`src/rtl/rom_stream_reader.sv`:
```
// Strided read sequencer for a 1-cycle-latency ROM port, presenting the words as a
// valid/ready stream through a 2-entry buffer so backpressure never drops data.
module rom_stream_reader #(
  parameter int ADDRESS_WIDTH = 7,
  parameter int DATA_WIDTH    = 16
) (
  input  logic                         clk,
  input  logic                         rst,
  input  logic                         start,
  input  logic [ADDRESS_WIDTH-1:0]     base,
  input  logic [ADDRESS_WIDTH-1:0]     stride,
  input  logic [ADDRESS_WIDTH:0]       count,
  output logic                         rom_en,
  output logic [ADDRESS_WIDTH-1:0]     rom_addr,
  input  logic signed [DATA_WIDTH-1:0] rom_do,
  output logic signed [DATA_WIDTH-1:0] out_data,
  output logic                         out_valid,
  input  logic                         out_ready,
  output logic                         out_last,
  output logic                         busy,
  output logic                         done,
  output logic [1:0]                   state_dbg
);

  typedef enum logic [1:0] {IDLE = 2'd0, RUN = 2'd1, DRAIN = 2'd2} state_t;

  state_t                        state;
  logic [ADDRESS_WIDTH-1:0]      stride_q;
  logic [ADDRESS_WIDTH:0]        count_q;
  logic [ADDRESS_WIDTH:0]        issued;
  logic                          inflight;
  logic                          inflight_last;
  logic signed [DATA_WIDTH-1:0]  mem_data [2];
  logic                          mem_last [2];
  logic                          rd_ptr;
  logic                          wr_ptr;
  logic [1:0]                    buf_count;
  logic [2:0]                    occ;
  logic                          pop;
  logic                          issue_last;

  // Stream handshake: a word transfers on every rising edge where out_valid and
  // out_ready are both high; out_valid/out_data/out_last hold until that transfer.
  assign pop        = out_valid && out_ready;
  assign out_valid  = (buf_count != 2'd0);
  assign out_data   = mem_data[rd_ptr];
  assign out_last   = out_valid && mem_last[rd_ptr];
  assign issue_last = (issued == count_q - 1'b1);
  assign state_dbg  = state;

  // Slots the buffer will hold after this edge; an issue now lands one edge later.
  assign occ    = {1'b0, buf_count} + {2'b00, inflight} - {2'b00, pop};
  assign rom_en = (state == RUN) && (occ < 3'd2);

  always_ff @(posedge clk or posedge rst) begin
    if (rst) begin
      state         <= IDLE;
      stride_q      <= '0;
      count_q       <= '0;
      issued        <= '0;
      rom_addr      <= '0;
      inflight      <= 1'b0;
      inflight_last <= 1'b0;
      mem_data[0]   <= '0;
      mem_data[1]   <= '0;
      mem_last[0]   <= 1'b0;
      mem_last[1]   <= 1'b0;
      rd_ptr        <= 1'b0;
      wr_ptr        <= 1'b0;
      buf_count     <= '0;
      busy          <= 1'b0;
      done          <= 1'b0;
    end else begin
      done          <= 1'b0;
      inflight      <= rom_en;
      inflight_last <= rom_en && issue_last;
      if (inflight) begin
        mem_data[wr_ptr] <= rom_do;
        mem_last[wr_ptr] <= inflight_last;
        wr_ptr           <= ~wr_ptr;
      end
      if (pop) rd_ptr <= ~rd_ptr;
      buf_count <= buf_count + 2'(inflight) - 2'(pop);

      case (state)
        IDLE: begin
          if (start) begin
            stride_q <= stride;
            count_q  <= count;
            issued   <= '0;
            rom_addr <= base;
            if (count != '0) begin
              state <= RUN;
              busy  <= 1'b1;
            end else begin
              done  <= 1'b1;
            end
          end
        end
        RUN: begin
          if (rom_en) begin
            rom_addr <= rom_addr + stride_q;
            issued   <= issued + 1'b1;
            if (issue_last) state <= DRAIN;
          end
        end
        DRAIN: begin
          // Only the final word carries out_last, so its pop empties the pipeline.
          if (pop && out_last) begin
            state <= IDLE;
            busy  <= 1'b0;
            done  <= 1'b1;
          end
        end
        default: state <= IDLE;
      endcase
    end
  end

endmodule

```
`config.mk`:
```
export PLATFORM = sky130hd
export DESIGN_NAME = rom_stream_reader
export DESIGN_NICKNAME = d
export VERILOG_FILES = /design/src/rtl/rom_stream_reader.sv
export SDC_FILE = /design/constraint.sdc
export NUM_CORES = 1
export LEC_CHECK = 0
export ABC_AREA = 1
export BUFFER_PORTS_ARGS = -buffer_cell sky130_fd_sc_hd__buf_2
export CAP_MARGIN = 40
export CORE_UTILIZATION = 40
export DETAILED_ROUTE_END_ITERATION = 12
export PLACE_DENSITY_LB_ADDON = 0.25
export SETUP_SLACK_MARGIN = 0.3
export SYNTH_ARGS = -nofsm -noshare
export SYNTH_HDL_FRONTEND = slang
export SYNTH_SLANG_ARGS = --single-unit
```
`constraint.sdc`:
```
create_clock -name clk -period 3.17 [get_ports clk]
set_input_delay 0.4755 -clock clk [delete_from_list [all_inputs] [get_ports clk]]
set_output_delay 0.4755 -clock clk [all_outputs]
set_load 0.005 [all_outputs]
```
Yosys cells after proc, flatten, opt, wreduce, memory -nomap -nowiden
Cells that the tools add are included.
{"block": "totals", "regBits": 74, "elab_cells": 86, "out_inout_bits": 30}
{"block": "classes", "muxes": 32, "n_lt_le_gt_ge": 4, "addsub": 7, "reduce_logical": 15, "n_bitwise": 4, "n_eq_ne": 8}
{"cell": "16-bit two-way mux", "n": 4}
{"cell": "32-bit bitwise mux", "n": 1}
{"cell": "16-bit demux with 1-bit select", "n": 1}
{"cell": "8-bit two-way mux", "n": 2}
{"cell": "8-bit case mux with 2 select lines", "n": 1}
{"cell": "7-bit two-way mux", "n": 2}
{"cell": "7-bit case mux with 2 select lines", "n": 1}
{"cell": "1-bit two-way mux", "n": 10}
{"cell": "2-bit two-way mux", "n": 5}
{"cell": "2-bit inequality test (second input constant)", "n": 5}
{"cell": "8-bit by 1-bit adder with 8-bit output (second input constant)", "n": 1}
{"cell": "8-bit == test", "n": 1}
{"cell": "8-bit nonzero test", "n": 1}
{"cell": "8-bit by 1-bit subtractor with 8-bit output (second input constant)", "n": 1}
{"cell": "7-bit adder", "n": 1}
{"cell": "1-bit logical AND", "n": 6}
{"cell": "2-bit case mux with 3 select lines", "n": 1}
{"cell": "2-bit nonzero test", "n": 3}
{"cell": "5-bit AND reduction", "n": 1}
{"cell": "2-bit greater-or-equal comparator (second input constant)", "n": 2}
{"cell": "1-bit inverter with 2-bit output", "n": 2}
{"cell": "1-bit case mux with 2 select lines", "n": 2}
{"cell": "4-bit AND reduction", "n": 1}
{"cell": "2-bit by 1-bit adder with 3-bit output", "n": 1}
{"cell": "13 further kinds", "n": 14}

Logic depth before layout (Yosys ltp)
Gate-level depths: netlist (run 1).
{"block": "logic_depth", "depth_word": 8, "depth_mapped": 15}

Least setup slack after synthesis (run 1)
Ideal clock, no wire load.
{"block": "synth_timing", "kind": "flip-flop to output port", "startpoint": "register buf_count[1]", "endpoint": "output port rom_en", "stages_incl_launch_ff": 12, "path_buffers": 0, "required_time_ps": 2694, "arrival_ps": 1951, "setup_slack_ps": 744, "cell_sequence": "dfrtp_1 -> nor2_1 -> nor2_1 -> ha_1 -> inv_1 -> ha_1 -> fa_1 -> nand2_1 -> inv_2 -> nor2_4 -> nand3_4 -> inv_1"}
{"block": "synth_between", "elab_chain_len": 5, "elab_cells_between_ends": 6}
{"element": "start, declared", "line": "37", "text": "logic [1:0] buf_count;"}
{"element": "start signal, assigned", "line": "83", "text": "buf_count <= buf_count + 2'(inflight) - 2'(pop);"}
{"element": "2-bit nonzero test", "line": "45", "text": "assign out_valid = (buf_count != 2'd0);"}
{"element": "1-bit logical AND", "line": "44", "text": "assign pop = out_valid && out_ready;"}
{"element": "via pop", "line": "39", "text": "logic pop;"}
{"element": "3-bit by 1-bit subtractor with 3-bit output", "line": "52", "text": "assign occ = {1'b0, buf_count} + {2'b00, inflight} - {2'b00, pop};"}
{"element": "3-bit by 2-bit less-than comparator with 1-bit output", "line": "53", "text": "assign rom_en = (state == RUN) && (occ < 3'd2);"}
{"element": "1-bit logical AND", "line": "53"}
{"element": "end, declared", "line": "13", "text": "output logic rom_en,"}
The timed path passes the listed nets, and every way through them passes these cells.

Worst setup path in the final report (run 1)
Same ends and word-level chain as after synthesis.

==> key figures, run 1 <==
Timing
  – Fmax: approximately 360 MHz
  – Tmin final: roughly 2.8 ns
  – Max transition margin: approximately 49%
  – Final setup viols: 0
  – Hold Violations, Final: 0
  – Tcrit/Tclk final: a little under 90%
  – Slew Limit Fails: 0
  – RSZ-0062 raised after global routing: false
  – Setup TNS: 0 ns
  – Slew @ Worst Pin: between 0.7 and 0.8 ns
  – Worst-case clock skew: around 0.0066 ns

Routing
  – Final ANT Viol Nets: 0
  – DRT iter0 DRCs: 124
  – Final WL: 8.336 mm
  – DR WL/cell: 12.01 um
  – Via count: about 3200
  – Vias/cell: 4.647
  – DRC Markers: 0
  – Initial DRT Pass Iterations: 4

Logic synthesis
  – Largest family of logic cells by synthesized area: simple AND/OR/NAND/NOR gates
  – Synth Cell Area: 0.003801 mm2
  – Yosys cell types: 34
  – Commonest register cell after synthesis: dfrtp_1
  – Post-synth EDFFs: 0
  – Most common cell in the synthesized netlist: nand2_1
  – YS warnings: 0
  – Average size of a mapped cell: roughly 7.9 um2
  – Simple-Gate Fraction of Synth Area: 26.10%
  – FFs w/ async S/R, synth: between 90% and 100%
  – Ranking of synthesized cells by area: dfrtp_1, nand2_1, o21ai_0
  – Compound-Gate Fraction of Synth Area: 10.20%
  – Seq/Total Area, Yosys: 48.72%
  – Post-Syn Nets: roughly 530
  – Cells after Synth: 480
  – Post-Synth Adder-Cell Area: approximately 4.3%
  – Xor-xnor portion of the synthesized cell area: between 2 and 3%
  – Yosys top cell by area: dfrtp_1
  – Yosys reg bits: 74
  – Most instantiated cells after synthesis: nand2_1, dfrtp_1, o21ai_0
  – Mux cell area share after synthesis: 0%
  – Synth top area share: approximately 49%

Critical path
  – Critical-path cell list: nor2_2, nor2_2, ha_1, inv_1, ha_2, fa_2, nand2_1, inv_2, nor2_4, nand3_4, inv_2, buf_6
  – Crit Path Max Fanout: 4
  – CP delay by family, top: adder cells
  – CP max stage cell: dfrtp_1
  – Worst Setup End Kind: primary output
  – Kind of critical path: register to primary output
  – Setup crit start kind: register
  – WP buf/inv: 4
  – Cell depth of the worst flop-to-flop path: 14
  – CP required: ~2.7 ns
  – Worst EP arrival: ~2.3 ns
  – Crit path largest cell delay: roughly 0.40 ns
  – WP depth: 12

CTS
  – Clk Latency, worst-skew pair: around 0.35 ns
  – CTS Sinks: 74
  – TritonCTS buffer count: 9
  – Clock root buffer: clkbuf_8
  – CTS tree: built
  – H-tree depth: 3
  – CTS Buffer Depth: 2
  – Clock slew at reported path FFs: about 0.08 ns

GRT
  – Vias in the first global route: 3102
  – GR Overflow Total: 0
  – GRT Util Overall: 18.25%
  – First-pass GRT wire length: 14.12 mm
  – Largest net degree at the start of global routing: 39
  – Initial antenna violation count: 0

Power and ir drop
  – Pleak: 2.464 nW
  – Pint: 0.002823 W
  – Sw Share: 43.16%
  – Comb pwr share: 50.9%
  – Clk pwr share: ~16%
  – Sequential share of power: between 30% and 40%
  – P per Cell Area: ~1100 mW/mm2
  – Max IR drop VDD: 554.4 uV
  – Net switching power: around 0.0021 W

Cells and area
  – Antenna cells: 0
  – Fin area: roughly 0.0046 mm2
  – Fraction of layout cells with a size suffix above 1: roughly 22%
  – Fillers: about 900
  – Final #Nets: between 600 and 700
  – Area grow syn2layout: 20.80%

Place
  – Final GP Congestion: between 0.8 and 0.9
  – I/O Buffers: between 70 and 80
  – Placed Instance Area: about 0.0043 mm2
  – Post-DP HPWL: roughly 6 mm

Floorplanning
  – Die width: a little under 100 um
  – Io pins: 72
  – Initial Utilization: roughly two fifths
  – Num rows: 35
  – DIE AREA: roughly 0.0099 mm2
  – Die Height: between 90 and 100 um
  – Total core area: just over 0.009 mm2

Run status
  – Status: complete, no violations

Worst hold path
  – Worst hold path type: primary input to asynchronous set/reset pin

Flow run
  – Max Cap Viol: 0
## timing repair
action | in CTS | in global routing
setup buffers | 3 | 5
hold buffers | 0 | 0
setup endpoints to repair | 1 | 1
gates resized for setup | 5 | 2
pin swaps | 2 | 5
## kinds of logic (layout without fill, tap and decap cells)
kind of cell    count (synthesis)  in the layout
fa+ha+maj                      12             12
xor+xnor                       11             11
compound gates                 73             73
buf+inv                        76            161
simple gates                  234            234
flops                          74             74
## state kept, by name (all words and copies together), names as in the netlist
name,count
buf_count,2
busy,1
count_q,8
done,1
inflight,1
inflight_last,1
issued,8
mem_data,32
mem_last,2
rd_ptr,1
rom_addr,7
state_dbg,2
stride_q,7
wr_ptr,1
## stage by stage
stage | total power (W) | hold slack, ns | std cells | util [%] | setup WS [ns]
global route | 0.005477 | 0.3066 | 694 | 49.70 | 0.2858
global placement | 0.003954 | 0.4595 | 668 | 46.13 | 0.5439
floorplan | 0.003399 | 0.4528 | 480 | - | 0.7435
CTS | 0.004923 | 0.2798 | 689 | 49.22 | 0.3222
detailed placement | 0.004076 | 0.4538 | 670 | 46.59 | 0.4409
finish | 0.004966 | 0.2595 | 694 | 49.70 | 0.4040
## routing by layer
layer	up-vias	part of all wire [%]	track usage, %
met5	-	0	0
met1	1474	46	22.55
met4	0	0.73	4.751
li1	1661	-	-
met2	83	49	31.84
met3	7	4.1	4.638
## layout make-up
class | instances | area [um2] | share of cell area (%)
Clock inverter | 6 | 72.57 | 1.580
Tap cell | 129 | 161.4 | 3.515
Multi-Input combinational cell | 330 | 1652 | 35.97
Sequential cell | 74 | 1852 | 40.33
Clock buffer | 10 | 137.6 | 2.997
Timing Repair Buffer | 84 | 486.7 | 10.60
Inverter | 61 | 230.2 | 5.014
## worst paths after layout
path / startpoint / slack, ns / endpoint
max in group asynchronous: rst / 2.13 / count_q[5]
min: rst / 0.26 / mem_data[20]
max: buf_count[1] / 0.40 / rom_en
max reg2reg: buf_count[1] / 0.54 / state_dbg[0]
min in group clk: stride[4] / 0.31 / stride_q[4]
min reg2reg: busy / 0.47 / busy
## power by group through the flow
stage | sequential [W] | clock [W] | combinational, W
2_1_floorplan | 0.00162 | 0 | 0.00178
3_3_place_gp | 0.00167 | 0 | 0.00229
3_5_place_dp | 0.00168 | 0 | 0.00240
4_1_cts | 0.00166 | 0.000804 | 0.00246
5_1_grt | 0.00172 | 0.000834 | 0.00292
6_report | 0.00166 | 0.000777 | 0.00253
## layout by cell type, fill, tap and decap left out, types with 3 or more instances in the layout
| master | Yosys | layout |
|---|---|---|
| a21oi_1 | 8 | 8 |
| a31oi_1 | 3 | 3 |
| buf_2 | 5 | 70 |
| buf_4 | 0 | 11 |
| clkbuf_8 | 0 | 10 |
| dfrtp_1 | 74 | 74 |
| ha_1 | 10 | 9 |
| inv_1 | 54 | 51 |
| inv_2 | 6 | 9 |
| inv_6 | 0 | 3 |
| nand2_1 | 175 | 175 |
| nand3_1 | 16 | 16 |
| nand4_1 | 3 | 3 |
| nor2_1 | 17 | 15 |
| nor2_2 | 2 | 4 |
| nor3_1 | 8 | 8 |
| o21ai_0 | 55 | 55 |
| xnor2_1 | 5 | 5 |
| xor2_1 | 6 | 6 |
Note: power is estimated with default switching activity, not from simulation.
==> run 2: changes to the inputs <==
- REMOVE_ABC_BUFFERS: default -> 1
==> key figures, run 2 (synthesis results as in run 1) <==
Run status
  – Status: complete, no violations

GRT
  – GRT Util Overall: 18.34% (+0.086 points)
  – Initial antenna violation count: 0 (unchanged)
  – Vias in the first global route: 3100 (-0.064%)
  – GR Overflow Total: 0 (unchanged)
  – Largest net degree at the start of global routing: 32 (-18%)
  – First-pass GRT wire length: 14.12 mm (unchanged)

Routing
  – Vias/cell: 4.665 (+0.38%)
  – Initial DRT Pass Iterations: 4 (unchanged)
  – DR WL/cell: 11.80 um (-1.8%)
  – DRC Markers: 0 (unchanged)
  – Final ANT Viol Nets: 0 (unchanged)
  – Via count: 3242 (+0.53%)
  – DRT iter0 DRCs: 103 (-17%)
  – Final WL: 8.199 mm (-1.6%)

Worst hold path
  – Worst hold path type: primary input to asynchronous set/reset pin

Cells and area
  – Antenna cells: 0 (unchanged)
  – Max reg flops: 32 (unchanged)
  – Most common cell after layout, fill and taps aside: nand2_1
  – Fillers: 950 (+4.3%)
  – Fin area: 0.004614 mm2 (+0.49%)
  – Most frequent cells in the layout: nand2_1, dfrtp_1, buf_2
  – Final #Nets: 615 (+0.16%)
  – Fraction of layout cells with a size suffix above 1: 22.44% (+0.14 points)
  – Area grow syn2layout: 21.40%
  – Area of the multi-input gates: 0.001654 mm2 (+0.15%)
  – Register area: 0.001852 mm2 (unchanged)
  – Largest Register: mem_data
  – Biggest regs: mem_data: 32 flops, count_q: 8 flops, issued: 8 flops
  – Core Util, Final: 49.94% (+0.24 points)

CTS
  – Clock root buffer: clkbuf_8
  – CTS Buffer Depth: 2 (unchanged)
  – CTS Sinks: 74 (unchanged)
  – CTS tree: built
  – H-tree depth: 3 (unchanged)
  – Clock slew at reported path FFs: 0.08 ns (about the same)
  – Hold_buf cts: 0 (unchanged)
  – TritonCTS buffer count: 9 (unchanged)
  – Clk Latency, worst-skew pair: 0.35 ns (about the same)

Timing
  – Slew @ Worst Pin: 0.6900 ns (-0.07339 ns)
  – Fmax: 359.4 MHz (-0.59%)
  – Tmin final: 2.782 ns (+0.01638 ns)
  – Tcrit/Tclk final: 87.77% (+0.52 points)
  – Setup WS post-layout: 0.3876 ns (-0.01638 ns)
  – RSZ-0062 raised after global routing: true
  – Final setup viols: 0 (unchanged)
  – Worst-case clock skew: 0.006397 ns (-0.0002336 ns)
  – Max transition margin: 53.95% (+4.9 points)
  – Hold Violations, Final: 0 (unchanged)
  – Slew Limit Fails: 0 (unchanged)
  – Setup TNS: 0 ns (unchanged)

Critical path
  – Cell depth of the worst flop-to-flop path: 16 (+2)
  – CP required: 2.69 ns (about the same)
  – Crit Path Max Fanout: 4 (unchanged)
  – FF-to-FF End: issued[4]
  – Kind of critical path: register to primary output
  – Worst Setup End Kind: primary output
  – FF-to-FF Start: buf_count[1]
  – Worst EP arrival: 2.31 ns (+0.02 ns)
  – Flop-to-flop setup slack: 0.49 ns (-0.05 ns)
  – Setup crit start kind: register

Place
  – Placement Setup Slack: 0.4819 ns (+0.04098 ns)
  – Post-DP HPWL: 5.926 mm (-0.65%)
  – Final GP Congestion: 0.8118 (-5.3%)
  – Placed Instance Area: 0.004338 mm2 (+0.76%)
  – I/O Buffers: 71 (unchanged)

Power and ir drop
  – Pleak: 2.468 nW (+0.16%)
  – Max IR drop VDD: 511.0 uV (-7.8%)
  – P per Cell Area: 1059 mW/mm2 (-2.1%)

Floorplanning
  – Io pins: 72 (unchanged)
  – Initial Utilization: 41.14% (unchanged)
  – Total core area: 0.009240 mm2 (unchanged)
  – DIE AREA: 0.009896 mm2 (unchanged)
  – Die width: 99.48 um (unchanged)
  – Num rows: 35 (unchanged)
  – Die Height: 99.48 um (unchanged)

Flow run
  – Max Cap Viol: 0 (unchanged)
==> run 2: through the flow <==
step                      hold slack [ns]  total power (W)  instances
after detailed placement           0.4228         0.004064        671
after global placement             0.4646         0.003953        668
after global routing              0.04030         0.005438        695
after floorplan                    0.4528         0.003311        465
after CTS                         0.02838         0.004843        689
final                             0.04152         0.004887        695
==> run 2: power by group <==
| group | internal [W] | switching, W | leakage [nW] | total (W) |
|---|---|---|---|---|
| logic | 0.00106 | 0.00143 | 1.46 | 0.00248 |
| registers | 0.00138 | 0.000302 | 0.915 | 0.00168 |
| clock network | 0.000365 | 0.000360 | 0.0925 | 0.000725 |
==> run 2: worst max path at each step <==
| stage | slack, ns | startpoint | to | depth (start not counted) |
|---|---|---|---|---|
| final | 0.39 | buf_count[1] | rom_en | 12 |
| after global routing | 0.22 | buf_count[1] | rom_en | 12 |
| after CTS | 0.32 | buf_count[0] | rom_en | 10 |
| after detailed placement | 0.48 | buf_count[1] | rom_en | 12 |
| after global placement | 0.54 | buf_count[1] | rom_en | 12 |
| after floorplan | 0.74 | buf_count[1] | rom_en | 11 |
==> run 2: timing repair <==
item / CTS / global route
pin swaps: 1 / 5
buffers inserted: 2 / 6
resized for setup: 3 / 6
setup endpoints to repair: 1 / 1
==> run 2: layout make-up <==
type	instances	share of cell area [%]
Clock buffer	10	2.766
Clock inverter	6	1.464
Inverter	61	5.043
Multi-Input combinational cell	330	35.85
Sequential cell	74	40.13
Tap cell	129	3.498
Timing Repair Buffer	85	11.25
==> run 2: metal layers <==
| metal | share of wire [%] | global-route usage, % |
|---|---|---|
| met1 | 46 | 22.93 |
| met2 | 48 | 31.04 |
| met3 | 4.3 | 4.849 |
| met4 | 1.4 | 5.769 |
| met5 | 0 | 0 |
==> run 2: critical path, stage by stage (launching register included) <==
cell     delay (ns)
dfrtp_1        0.40
nor2_2         0.16
nor2_2         0.07
ha_1           0.27
inv_1          0.04
ha_2           0.17
fa_2           0.37
nand2_2        0.07
inv_2          0.05
nor2_4         0.09
nand3_4        0.10
inv_4          0.08
buf_6          0.09
==> run 3: changes to the inputs <==
- ABC_AREA: 1 -> default
- REMOVE_ABC_BUFFERS: 1 -> default
==> key figures, run 3 <==
Floorplanning
  – Num rows: 34 (-2.9%)
  – Io pins: 72 (unchanged)
  – Die Height: 98.03 um (-1.5%)
  – Die width: 98.03 um (-1.5%)
  – Total core area: 0.008806 mm2 (-4.7%)
  – Initial Utilization: 41.89% (+0.75 points)
  – DIE AREA: 0.009609 mm2 (-2.9%)

CTS
  – Clock root buffer: clkbuf_8
  – H-tree depth: 3 (unchanged)
  – Clk Latency, worst-skew pair: 0.35 ns (about the same)
  – CTS Sinks: 74 (unchanged)
  – Clock slew at reported path FFs: 0.09 ns (about the same)
  – CTS Buffer Depth: 2 (unchanged)
  – TritonCTS buffer count: 9 (unchanged)
  – CTS tree: built

Logic synthesis
  – Synth top area share: 50.20% (+1.5 points)
  – Most instantiated cells after synthesis: dfrtp_1, mux2_2, nand2_1
  – YS warnings: 0 (unchanged)
  – Ranking of synthesized cells by area: dfrtp_1, mux2_2, ha_1
  – Yosys reg bits: 74 (unchanged)
  – Post-synth EDFFs: 0 (unchanged)
  – FFs w/ async S/R, synth: 100.0% (unchanged)
  – Most common cell in the synthesized netlist: dfrtp_1
  – Yosys top cell by area: dfrtp_1
  – Synth Cell Area: 0.003689 mm2 (-3.0%)
  – Commonest register cell after synthesis: dfrtp_1
  – Yosys cell types: 38 (+12%)
  – Cells after Synth: 318 (-34%)
  – Post-Syn Nets: around 370
  – Average size of a mapped cell: 11.60 um2 (+46%)
  – Seq/Total Area, Yosys: 50.20% (+1.5 points)

Routing
  – DRT iter0 DRCs: 78 (-24%)
  – Vias/cell: 5.214 (+12%)
  – DR WL/cell: 14.79 um (+25%)
  – Final ANT Viol Nets: 0 (unchanged)
  – Met2 wire len: 3.528 mm (-11%)
  – Via count: 2633 (-19%)
  – Top layer used by detailed routing: met4
  – Routed metal-1 wire length: 3.390 mm (-9.9%)
  – Initial DRT Pass Iterations: 9 (+5)
  – Final WL: 7.469 mm (-8.9%)
  – DR WL met3: 456 um (+30%)
  – DRC Markers: 8 (+8)

Power and ir drop
  – P per Cell Area: 1058 mW/mm2 (about the same)
  – Max IR drop VDD: 560.7 uV (+9.7%)
  – Pleak: 1.985 nW (-20%)

Cells and area
  – Most common cell after layout, fill and taps aside: dfrtp_1
  – Final #Nets: 446 (-27%)
  – Fin area: 0.004458 mm2 (-3.4%)
  – Fraction of layout cells with a size suffix above 1: 43.32% (+21 points)
  – Core Util, Final: 50.63% (+0.69 points)
  – Antenna cells: 0 (unchanged)
  – Biggest regs: mem_data: 32 flops, count_q: 8 flops, issued: 8 flops
  – Most frequent cells in the layout: dfrtp_1, buf_2, mux2_2
  – Area grow syn2layout: 20.86%
  – Largest Register: mem_data
  – Max reg flops: 32 (unchanged)

GRT
  – GRT Util Overall: 16.73% (-1.6 points)
  – Largest net degree at the start of global routing: 44 (+38%)
  – First-pass GRT wire length: 12.65 mm (-10%)
  – Vias in the first global route: 2608 (-16%)
  – GR Overflow Total: 0 (unchanged)
  – Initial antenna violation count: 0 (unchanged)

Critical path
  – Crit path largest cell delay: 0.44 ns (+0.04 ns)
  – Worst Setup End Kind: primary output
  – Worst EP arrival: 2.38 ns (+0.07 ns)
  – Crit Path Max Fanout: 3 (-1)
  – Kind of critical path: register to primary output
  – Flop-to-flop setup slack: 0.45 ns (-0.04 ns)
  – CP required: 2.69 ns (about the same)
  – Setup crit start kind: register
  – CP max stage cell: dfrtp_2
  – Critical-path cell list: o21ai_4, inv_2, ha_4, inv_2, ha_4, fa_2, xnor2_4, nor3_4, buf_2

Place
  – Final GP Congestion: 0.7792 (-4.0%)
  – I/O Buffers: 71 (unchanged)
  – Placed Instance Area: 0.004183 mm2 (-3.6%)
  – Post-DP HPWL: 5.162 mm (-13%)

Timing
  – Slew @ Worst Pin: 0.8291 ns (+0.1391 ns)
  – Tmin final: 2.856 ns (+0.07404 ns)
  – Slew Limit Fails: 0 (unchanged)
  – Max transition margin: 44.59% (-9.4 points)
  – Final setup viols: 0 (unchanged)
  – RSZ-0062 raised after global routing: true
  – Worst hold slack: 0.2355 ns (+0.1940 ns)
  – Hold Violations, Final: 0 (unchanged)
  – Tcrit/Tclk final: 90.11% (+2.3 points)
  – Setup TNS: 0 ns (unchanged)
  – Fmax: 350.1 MHz (-2.6%)
  – Worst-case clock skew: 0.01290 ns (+0.006501 ns)

Flow run
  – Max Cap Viol: 0 (unchanged)

Run status
  – Status: finished, violations left
  – Failing checks: DRC

Worst hold path
  – Worst hold path type: primary input to asynchronous set/reset pin
==> run 3: cell count changes in the layout (fill, tap and decap cells not counted), sizes merged, moves of 9 or more <==
cell / before / now
inv: 60 / 18
mux2: 0 / 63
nand2: 178 / 20
nand3: 19 / 8
o21ai: 58 / 15
xnor2: 5 / 14
==> run 3: cells by family (layout without fill, tap and decap cells) <==
group / count (synthesis) / count (layout) / share of synthesized area [%]
fa+ha+maj: 12 / 12 / 4.478
buf+inv: 30 / 109 / 3.120
flops: 74 / 74 / 50.20
mux: 68 / 68 / 20.59
compound gates: 40 / 40 / 7.124
xor+xnor: 19 / 19 / 4.512
simple gates: 75 / 75 / 9.972
==> run 3: layer usage <==
metal | GRT usage [%] | vias up
met5 | 0 | -
met4 | 5.245 | 0
met3 | 4.510 | 8
met2 | 27.36 | 69
met1 | 21.60 | 1287
li1 | - | 1269
==> run 3: worst max-delay path, delay by kind of cell, from the launching register on <==
kind | cells | cell delay (ns)
flops | 1 | 0.44
xor+xnor | 1 | 0.16
simple gates | 1 | 0.21
fa+ha+maj | 3 | 0.77
compound gates | 1 | 0.18
buf+inv | 3 | 0.27
==> run 3: cell type report <==
cell class	count	area, um2
inverter	15	56.30
clock inverter	7	60.06
fill	802	4348
multi-input combinational	214	1802
timing repair buffer	78	427.9
tap	108	135.1
sequential	74	1853
clock buffer	9	123.9
==> run 3: worst paths after layout <==
| check | from | to | cells past startpoint |
|---|---|---|---|
| worst max-delay path | buf_count[1] | rom_en | 9 |
| worst min-delay path | rst | stride_q[1] | 2 |
| worst max register to register | buf_count[1] | rom_addr[3] | 10 |
| worst min register to register | mem_data[13] | mem_data[13] | 1 |
| max in group asynchronous | rst | buf_count[1] | 3 |
| min in group clk | stride[1] | stride_q[1] | 3 |
==> run 3: stage by stage <==
step | power, W | setup slack (ns) | std cells
floorplan | 0.003264 | 0.3921 | 318
global placement | 0.003822 | 0.2697 | 486
detailed placement | 0.003906 | 0.1752 | 487
CTS | 0.004714 | 0.2437 | 504
global route | 0.005108 | 0.2073 | 505
finish | 0.004718 | 0.3135 | 505
==> run 3: timing repair <==
action	CTS	global route
pin swaps	4	5
setup endpoints to repair	8	11
cloned	0	0
buffers inserted	1	1
gates resized for setup	9	6
hold buffers	0	0
==> run 3: where the power goes <==
group | switching (W) | internal, W | total [W]
Sequential | 0.000364 | 0.00138 | 0.00174
Combinational | 0.00103 | 0.00126 | 0.00229
Clock | 0.000393 | 0.000296 | 0.000689
